<file path="config.mk">
export PLATFORM = sky130hd
export DESIGN_NAME = multi_phase_integrator
export DESIGN_NICKNAME = d
export VERILOG_FILES = /design/src/rtl/multi_phase_integrator_pkg.sv /design/src/rtl/multi_phase_integrator_mod_add.sv /design/src/rtl/multi_phase_integrator.sv
export SDC_FILE = /design/constraint.sdc
export NUM_CORES = 1
export LEC_CHECK = 0
export ABC_AREA = 0
export BUFFER_PORTS_ARGS = -buffer_cell sky130_fd_sc_hd__buf_4
export CAP_MARGIN = 40
export CORE_UTILIZATION = 40
export CTS_CLUSTER_DIAMETER = 60
export DETAILED_ROUTE_END_ITERATION = 10
export GPL_TIMING_DRIVEN = 0
export PLACE_DENSITY = 0.68
export SLEW_MARGIN = 10
export SYNTH_ARGS = -nofsm -noshare
export SYNTH_HDL_FRONTEND = slang
export SYNTH_SLANG_ARGS = --single-unit
export TNS_END_PERCENT = 1
</file>
<file path="constraint.sdc">
create_clock -name clk -period 19.1 [get_ports clk]
set_clock_uncertainty 0.2 [all_clocks]
set_input_delay 3.82 -clock clk [delete_from_list [all_inputs] [get_ports clk]]
set_output_delay 3.82 -clock clk [all_outputs]
set_load 0.03 [all_outputs]
</file>
<file path="src/rtl/multi_phase_integrator_pkg.sv">
// phase_pkg: shared types and constants for the multi-phase integrator.
//   phase_t   fine phase / frequency word (INT_BITS+FRAC_BITS) for the default build
//   ch_t      channel index for the default build
//   state_e   sweep sequencer state
//   mod_const wrap modulus in fine units: PERIOD << FRAC_BITS
package phase_pkg;
  localparam int CHANNELS_DEF  = 8;
  localparam int PERIOD_DEF    = 48000;
  localparam int FRAC_BITS_DEF = 8;
  localparam int INT_BITS_DEF  = 16;

  typedef logic [INT_BITS_DEF+FRAC_BITS_DEF-1:0] phase_t;
  typedef logic [$clog2(CHANNELS_DEF)-1:0]       ch_t;

  typedef enum logic {
    ST_IDLE = 1'b0,
    ST_RUN  = 1'b1
  } state_e;

  function automatic logic [63:0] mod_const(input int unsigned period,
                                            input int unsigned frac_bits);
    return 64'(period) << frac_bits;
  endfunction
endpackage

</file>
<file path="src/rtl/multi_phase_integrator_mod_add.sv">
// phase_mod_add: combinational (a + b) mod MOD with a wrap flag.
//   a    in  PW      unsigned phase, assumed in [0, MOD)
//   b    in  PW+1    signed addend, assumed |b| < MOD so one correction suffices
//   sum  out PW      result in [0, MOD)
//   wrap out 1       a correction (either direction) was applied
module phase_mod_add #(
  parameter int          PW  = 24,
  parameter logic [PW:0] MOD = '0
) (
  input  logic              [PW-1:0] a,
  input  logic signed       [PW:0]   b,
  output logic              [PW-1:0] sum,
  output logic                       wrap
);
  localparam logic signed [PW+1:0] MODS = $signed({1'b0, MOD});

  logic signed [PW+1:0] s;

  always_comb begin
    s    = $signed({2'b00, a}) + $signed({b[PW], b});
    wrap = 1'b0;
    if (s[PW+1]) begin
      s    = s + MODS;
      wrap = 1'b1;
    end else if (s >= MODS) begin
      s    = s - MODS;
      wrap = 1'b1;
    end
    sum = s[PW-1:0];
  end
endmodule

</file>
<file path="src/rtl/multi_phase_integrator.sv">
// multi_phase_integrator: time-multiplexed N-channel phase accumulator.
// Each tick starts a sweep that updates one channel per cycle:
//   phase := (phase + freq) mod (PERIOD << FRAC_BITS)
// Ports:
//   clk, rst             clock, synchronous active-high reset
//   tick                 start a sweep (ignored while busy -> overrun pulse)
//   freq_we/ch/data      frequency write, clamped to MOD-1
//   sync_req/ch/phase    force a channel phase (reduced by one MOD if needed)
//   busy, overrun        sweep in progress, dropped-tick pulse
//   out_valid/ch/phase/wrap  registered per-channel result, held between strobes
// Optional: MULTI_PHASE_INTEGRATOR_PM_EN adds pm_in (phase modulation applied
// to the reported phase only) and proc_ch (channel processed this cycle).
module multi_phase_integrator
  import phase_pkg::*;
#(
  parameter int CHANNELS  = CHANNELS_DEF,
  parameter int PERIOD    = PERIOD_DEF,
  parameter int FRAC_BITS = FRAC_BITS_DEF,
  parameter int INT_BITS  = INT_BITS_DEF
) (
  input  logic                              clk,
  input  logic                              rst,
  input  logic                              tick,
  input  logic                              freq_we,
  input  logic [$clog2(CHANNELS)-1:0]       freq_ch,
  input  logic [INT_BITS+FRAC_BITS-1:0]     freq_data,
  input  logic                              sync_req,
  input  logic [$clog2(CHANNELS)-1:0]       sync_ch,
  input  logic [INT_BITS+FRAC_BITS-1:0]     sync_phase,
`ifdef MULTI_PHASE_INTEGRATOR_PM_EN
  input  logic signed [INT_BITS+FRAC_BITS-1:0] pm_in,
  output logic [$clog2(CHANNELS)-1:0]       proc_ch,
`endif
  output logic                              busy,
  output logic                              overrun,
  output logic                              out_valid,
  output logic [$clog2(CHANNELS)-1:0]       out_ch,
  output logic [INT_BITS-1:0]               out_phase,
  output logic                              out_wrap
);
  localparam int          CW       = $clog2(CHANNELS);
  localparam int          PW       = INT_BITS + FRAC_BITS;
  localparam logic [PW:0] MOD      = (PW+1)'(mod_const(PERIOD, FRAC_BITS));
  localparam logic [PW-1:0] FREQ_MAX = PW'(MOD - 1'b1);
  localparam logic [CW-1:0] LAST_CH  = CW'(CHANNELS - 1);

  state_e          state_q, state_d;
  logic [CW-1:0]   ch_q, ch_d;
  logic [PW-1:0]   phase_q [CHANNELS];
  logic [PW-1:0]   phase_d [CHANNELS];
  logic [PW-1:0]   freq_q  [CHANNELS];
  logic [PW-1:0]   freq_d  [CHANNELS];
  logic            out_valid_q, out_valid_d;
  logic [CW-1:0]   out_ch_q, out_ch_d;
  logic [INT_BITS-1:0] out_phase_q, out_phase_d;
  logic            out_wrap_q, out_wrap_d;
  logic            overrun_q, overrun_d;

  logic [PW-1:0]   acc_sum, sync_val, freq_clamped, next_phase, rep_phase;
  logic            acc_wrap, sync_hit, next_wrap;

  phase_mod_add #(.PW(PW), .MOD(MOD)) u_acc (
    .a    (phase_q[ch_q]),
    .b    ($signed({1'b0, freq_q[ch_q]})),
    .sum  (acc_sum),
    .wrap (acc_wrap)
  );

  // sync_phase < 2*MOD always holds, so a single conditional subtract reduces it
  assign sync_val     = ({1'b0, sync_phase} >= MOD) ? sync_phase - MOD[PW-1:0] : sync_phase;
  assign freq_clamped = ({1'b0, freq_data} >= MOD) ? FREQ_MAX : freq_data;

  // A sync landing on the channel being processed overrides the accumulation
  assign sync_hit   = (state_q == ST_RUN) && sync_req && (sync_ch == ch_q);
  assign next_phase = sync_hit ? sync_val : acc_sum;
  assign next_wrap  = acc_wrap && !sync_hit;

`ifdef MULTI_PHASE_INTEGRATOR_PM_EN
  logic pm_wrap;
  phase_mod_add #(.PW(PW), .MOD(MOD)) u_pm (
    .a    (next_phase),
    .b    ({pm_in[PW-1], pm_in}),
    .sum  (rep_phase),
    .wrap (pm_wrap)
  );
  assign proc_ch = ch_q;
`else
  assign rep_phase = next_phase;
`endif

  always_comb begin
    state_d     = state_q;
    ch_d        = ch_q;
    phase_d     = phase_q;
    freq_d      = freq_q;
    out_valid_d = 1'b0;
    out_ch_d    = out_ch_q;
    out_phase_d = out_phase_q;
    out_wrap_d  = out_wrap_q;
    overrun_d   = 1'b0;

    case (state_q)
      ST_IDLE: begin
        if (tick) begin
          state_d = ST_RUN;
          ch_d    = '0;
        end
      end
      ST_RUN: begin
        phase_d[ch_q] = next_phase;
        out_valid_d   = 1'b1;
        out_ch_d      = ch_q;
        out_phase_d   = rep_phase[PW-1:FRAC_BITS];
        out_wrap_d    = next_wrap;
        overrun_d     = tick;
        if (ch_q == LAST_CH) begin
          state_d = ST_IDLE;
          ch_d    = '0;
        end else begin
          ch_d = ch_q + 1'b1;
        end
      end
      default: state_d = ST_IDLE;
    endcase

    // Applied after the update so sync always wins on a collision; freq writes
    // land after the read, so the channel in flight sees the new value next sweep.
    if (sync_req) phase_d[sync_ch] = sync_val;
    if (freq_we)  freq_d[freq_ch]  = freq_clamped;
  end

  always_ff @(posedge clk) begin
    if (rst) begin
      state_q     <= ST_IDLE;
      ch_q        <= '0;
      phase_q     <= '{default: '0};
      freq_q      <= '{default: '0};
      out_valid_q <= 1'b0;
      out_ch_q    <= '0;
      out_phase_q <= '0;
      out_wrap_q  <= 1'b0;
      overrun_q   <= 1'b0;
    end else begin
      state_q     <= state_d;
      ch_q        <= ch_d;
      phase_q     <= phase_d;
      freq_q      <= freq_d;
      out_valid_q <= out_valid_d;
      out_ch_q    <= out_ch_d;
      out_phase_q <= out_phase_d;
      out_wrap_q  <= out_wrap_d;
      overrun_q   <= overrun_d;
    end
  end

  assign busy      = (state_q == ST_RUN);
  assign overrun   = overrun_q;
  assign out_valid = out_valid_q;
  assign out_ch    = out_ch_q;
  assign out_phase = out_phase_q;
  assign out_wrap  = out_wrap_q;
endmodule

</file>
==> metrics.md <==
| Metric | Value |
|---|---|
| Starting Density | `0.4064` |
| Routed WL per cell | `around 24 um` |
| Ys async rst share | `0` |
| Sum of negative setup slack | `0 ns` |
| Drt drc | `0` |
| Final ANT Viol Nets | `0` |
| Startpoint Class | `flip-flop` |
| Pre-CTS WS | `10.71 ns` |
| DR top layer | `met4` |
| Routed vias/inst | `6.289` |
| Detailed-route via count | `22.16k` |
| Final wirelength | `86140 um` |
| Pwr Density | `86.52 nW/um^2` |
| CTS buffer count | `47` |
| Post-DP HPWL | `65910 um` |
| Largest fanout on the critical path | `10` |
| Max H-tree Level | `2` |
| CTS hold repair buffers | `0` |
| Yosys reg bits | `410` |
| Die extent in x | `233.3 um` |
| Setup ws final | `10.37 ns` |
| GR Util All Layers | `0.3096` |
| Final Cycle Share | `0.4568` |
| WP data required | `19.39 ns` |
| IR drop worst, VDD | `0.00006731 V` |
| Outcome | `complete, no violations` |
| Maximum Capacitance Violations | `0` |
| WS Path Type | `flip-flop to flip-flop` |
| Synthesized area | `approximately 21000 sq um` |
| GRT Residual Overflow | `0` |
| Synth-to-layout area growth | `16.37%` |
| Worst path most repeated cell | `clkbuf_1` |
| Die height | `233.3 um` |
| Sink Count | `410` |
| Slowest-stage cell, CP | `clkbuf_1` |
| Worst-path clk slew | `0.06 ns` |
| Syn. warnings | `0` |
| FMAX | `114.6 MHz` |
| DRT Pass-1 Iters | `9` |
| Metal2 WL | `39510 um` |
| # Post-CTS Setup Buffers | `0` |
| I/O Pins | `82` |
| First-pass GRT wire length | `127600 um` |
| Crit path largest cell delay | `0.58 ns` |
| Clock insertion delay at the later pin of the skew report | `about 0.6 ns` |
| Most frequent cells in the layout | `552 x nor2_1, 410 x dfxtp_1, 292 x a211oi_1` |
| RSZ-0062 raised after global routing | `no` |
| Most common library cell in the layout ignoring fill and taps | `nor2_1` |
| Max clock buf depth | `3` |
| Hold Vio Cnt, Final | `0` |
| Final instance area | `approximately 25000 sq um` |
| FP Rows | `84` |
| Count of final setup violators | `0` |
| IO buf count | `between 60 and 70` |
| Fin. max-slew vios | `0` |
| CTS tree | `yes` |
| Family with the most delay on the worst path | `buffers and inverters` |
| Crit. End Element | `flip-flop` |
| Area of the core | `52660 sq um` |
| Yosys top cell by area | `dfxtp_1` |
| Minimum clock period | `8.726 ns` |
| Distinct cells, synth | `83` |
| EDFF count, synth | `0` |
| Class of the worst hold path | `flip-flop to flip-flop` |
| Layout cells sized above 1 | `0.1083` |
| Post-synthesis sequential area ratio | `0.3836` |
| Top cell type's share of synthesized area | `0.3836` |
| Met3 routed WL | `8680 um` |
| Lkg Pwr | `8.577 nW` |
| RePlAce Congestion | `about 1.0` |
| Worst path arrival time | `9.01 ns` |
| Ys flop type | `dfxtp_1` |
| Post-synth net total | `2719` |
| Post-Route M1 WL | `about 34000 um` |
| Largest net degree at the start of global routing | `15` |
| Post-DP Area | `23250 sq um` |
| Root Driver | `clkbuf_16` |
| Post_cts resized | `0` |
| Ranking of synthesized cells by area | `dfxtp_1 38%, a211oi_1 10%, nor2_1 9.7%, a21oi_1 5.6%, mux2i_1 5.3%` |
| Buf/Inv on CP | `10` |
| Nets@finish | `2887` |
| DRT iter0 DRCs | `2808` |
| Worst-Margin Slew | `about 1.1 ns` |
| Vias in the first global route | `20.96k` |
| Slew margin rel. | `0.2441` |
| Initial antenna violation count | `2` |
| Mapped Avg Cell Area | `just over 8 sq um` |
| Mapped Cells | `about 2.6k` |
| Total Die Area | `54430 sq um` |
==> flip-flops by register name, indices dropped and copies added (netlist names) <==
register   flops
busy           1
overrun        1
out_wrap       1
freq_q       192
out_ch         3
out_valid      1
phase_q      192
ch_q           3
out_phase     16
==> power breakdown <==
part | leakage, nW | switching [W] | internal (W) | total [W]
Sequential | 3.33 | 0.0000169 | 0.000886 | 0.000903
Combinational | 4.48 | 0.000215 | 0.000104 | 0.000319
Clock | 0.766 | 0.000388 | 0.000545 | 0.000933
Total | 8.58 | 0.000620 | 0.00153 | 0.00215
==> through the flow <==
stage / hold WS [ns] / total power (W) / utilization / cells
after floorplan: 0.2517 / 0.001107 / - / 2631
after global placement: 0.2567 / 0.001205 / 0.4316 / 3381
after detailed placement: 0.2588 / 0.001225 / 0.4416 / 3430
after CTS: 0.2676 / 0.002142 / 0.4715 / 3514
after global routing: 0.2875 / 0.002209 / 0.4729 / 3523
final: 0.2717 / 0.002155 / 0.4729 / 3523
==> final cells by class <==
cell class / instances / area [sq um]
Antenna cell: 1 / 2.502
Fill cell: 5086 / 27750
Buffer: 247 / 942.2
Inverter: 12 / 45.04
Clock buffer: 65 / 1335
Timing Repair Buffer: 119 / 1051
Multi-Input combinational cell: 1962 / 12220
Clock inverter: 19 / 239.0
Tap cell: 688 / 860.8
Sequential cell: 410 / 8208
==> cells in the mapped netlist, drive strengths merged (4+ instances only) <==
library cell and number:
a211o 7, a211oi 296, a21boi 7, a21o 20, a21oi 245, a221oi 33, a22oi 77, a311oi 9
a31oi 12, a32oi 4, and2 4, and3 9, and4 7, buf 27, clkbuf 220, dfxtp 410
ha 28, inv 11, mux2 75, mux2i 113, mux4 4, nand2 121, nand2b 10, nand3 37
nand4 8, nor2 553, nor2b 12, nor3 21, nor3b 6, o2111ai 4, o211a 10, o211ai 8
o21a 11, o21ai 99, o22a 45, o41ai 4, or2 5, or3 14, xnor2 8, xor2 10
==> cell families after synthesis <==
logic type,after synthesis,synth area share
AO/OA/AOI/OAI,911,0.2914
AND/OR/NAND/NOR,812,0.1576
flip-flops,410,0.3836
buffers and inverters,259,0.04613
multiplexers,192,0.09671
adder cells (fa/ha/maj),29,0.01731
XOR/XNOR,18,0.007367
==> worst min-delay path, stage by stage, from the launching register on <==
cell and delay (ns):
dfxtp_1 0.31, nand2_1 0.06, a21oi_1 0.05
==> layer usage <==
layer	track usage	up-vias
met5	0	-
met4	0.1450	0
met3	0.06689	264
met2	0.5068	1315
met1	0.3855	10610
li1	-	9967
==> final timing paths <==
path / from / end / slack, ns / cells after the start
min: out_phase[7]$_SDFFE_PP0P_ / out_phase[7]$_SDFFE_PP0P_ / 0.27 / 2
max: ch_q[0]$_SDFFE_PP0P_ / out_phase[8]$_SDFFE_PP0P_ / 10.37 / 25
max reg2reg: ch_q[0]$_SDFFE_PP0P_ / out_phase[8]$_SDFFE_PP0P_ / 10.37 / 25
min reg2reg: out_phase[7]$_SDFFE_PP0P_ / out_phase[7]$_SDFFE_PP0P_ / 0.27 / 2
Power figures use the tool's default switching activity.
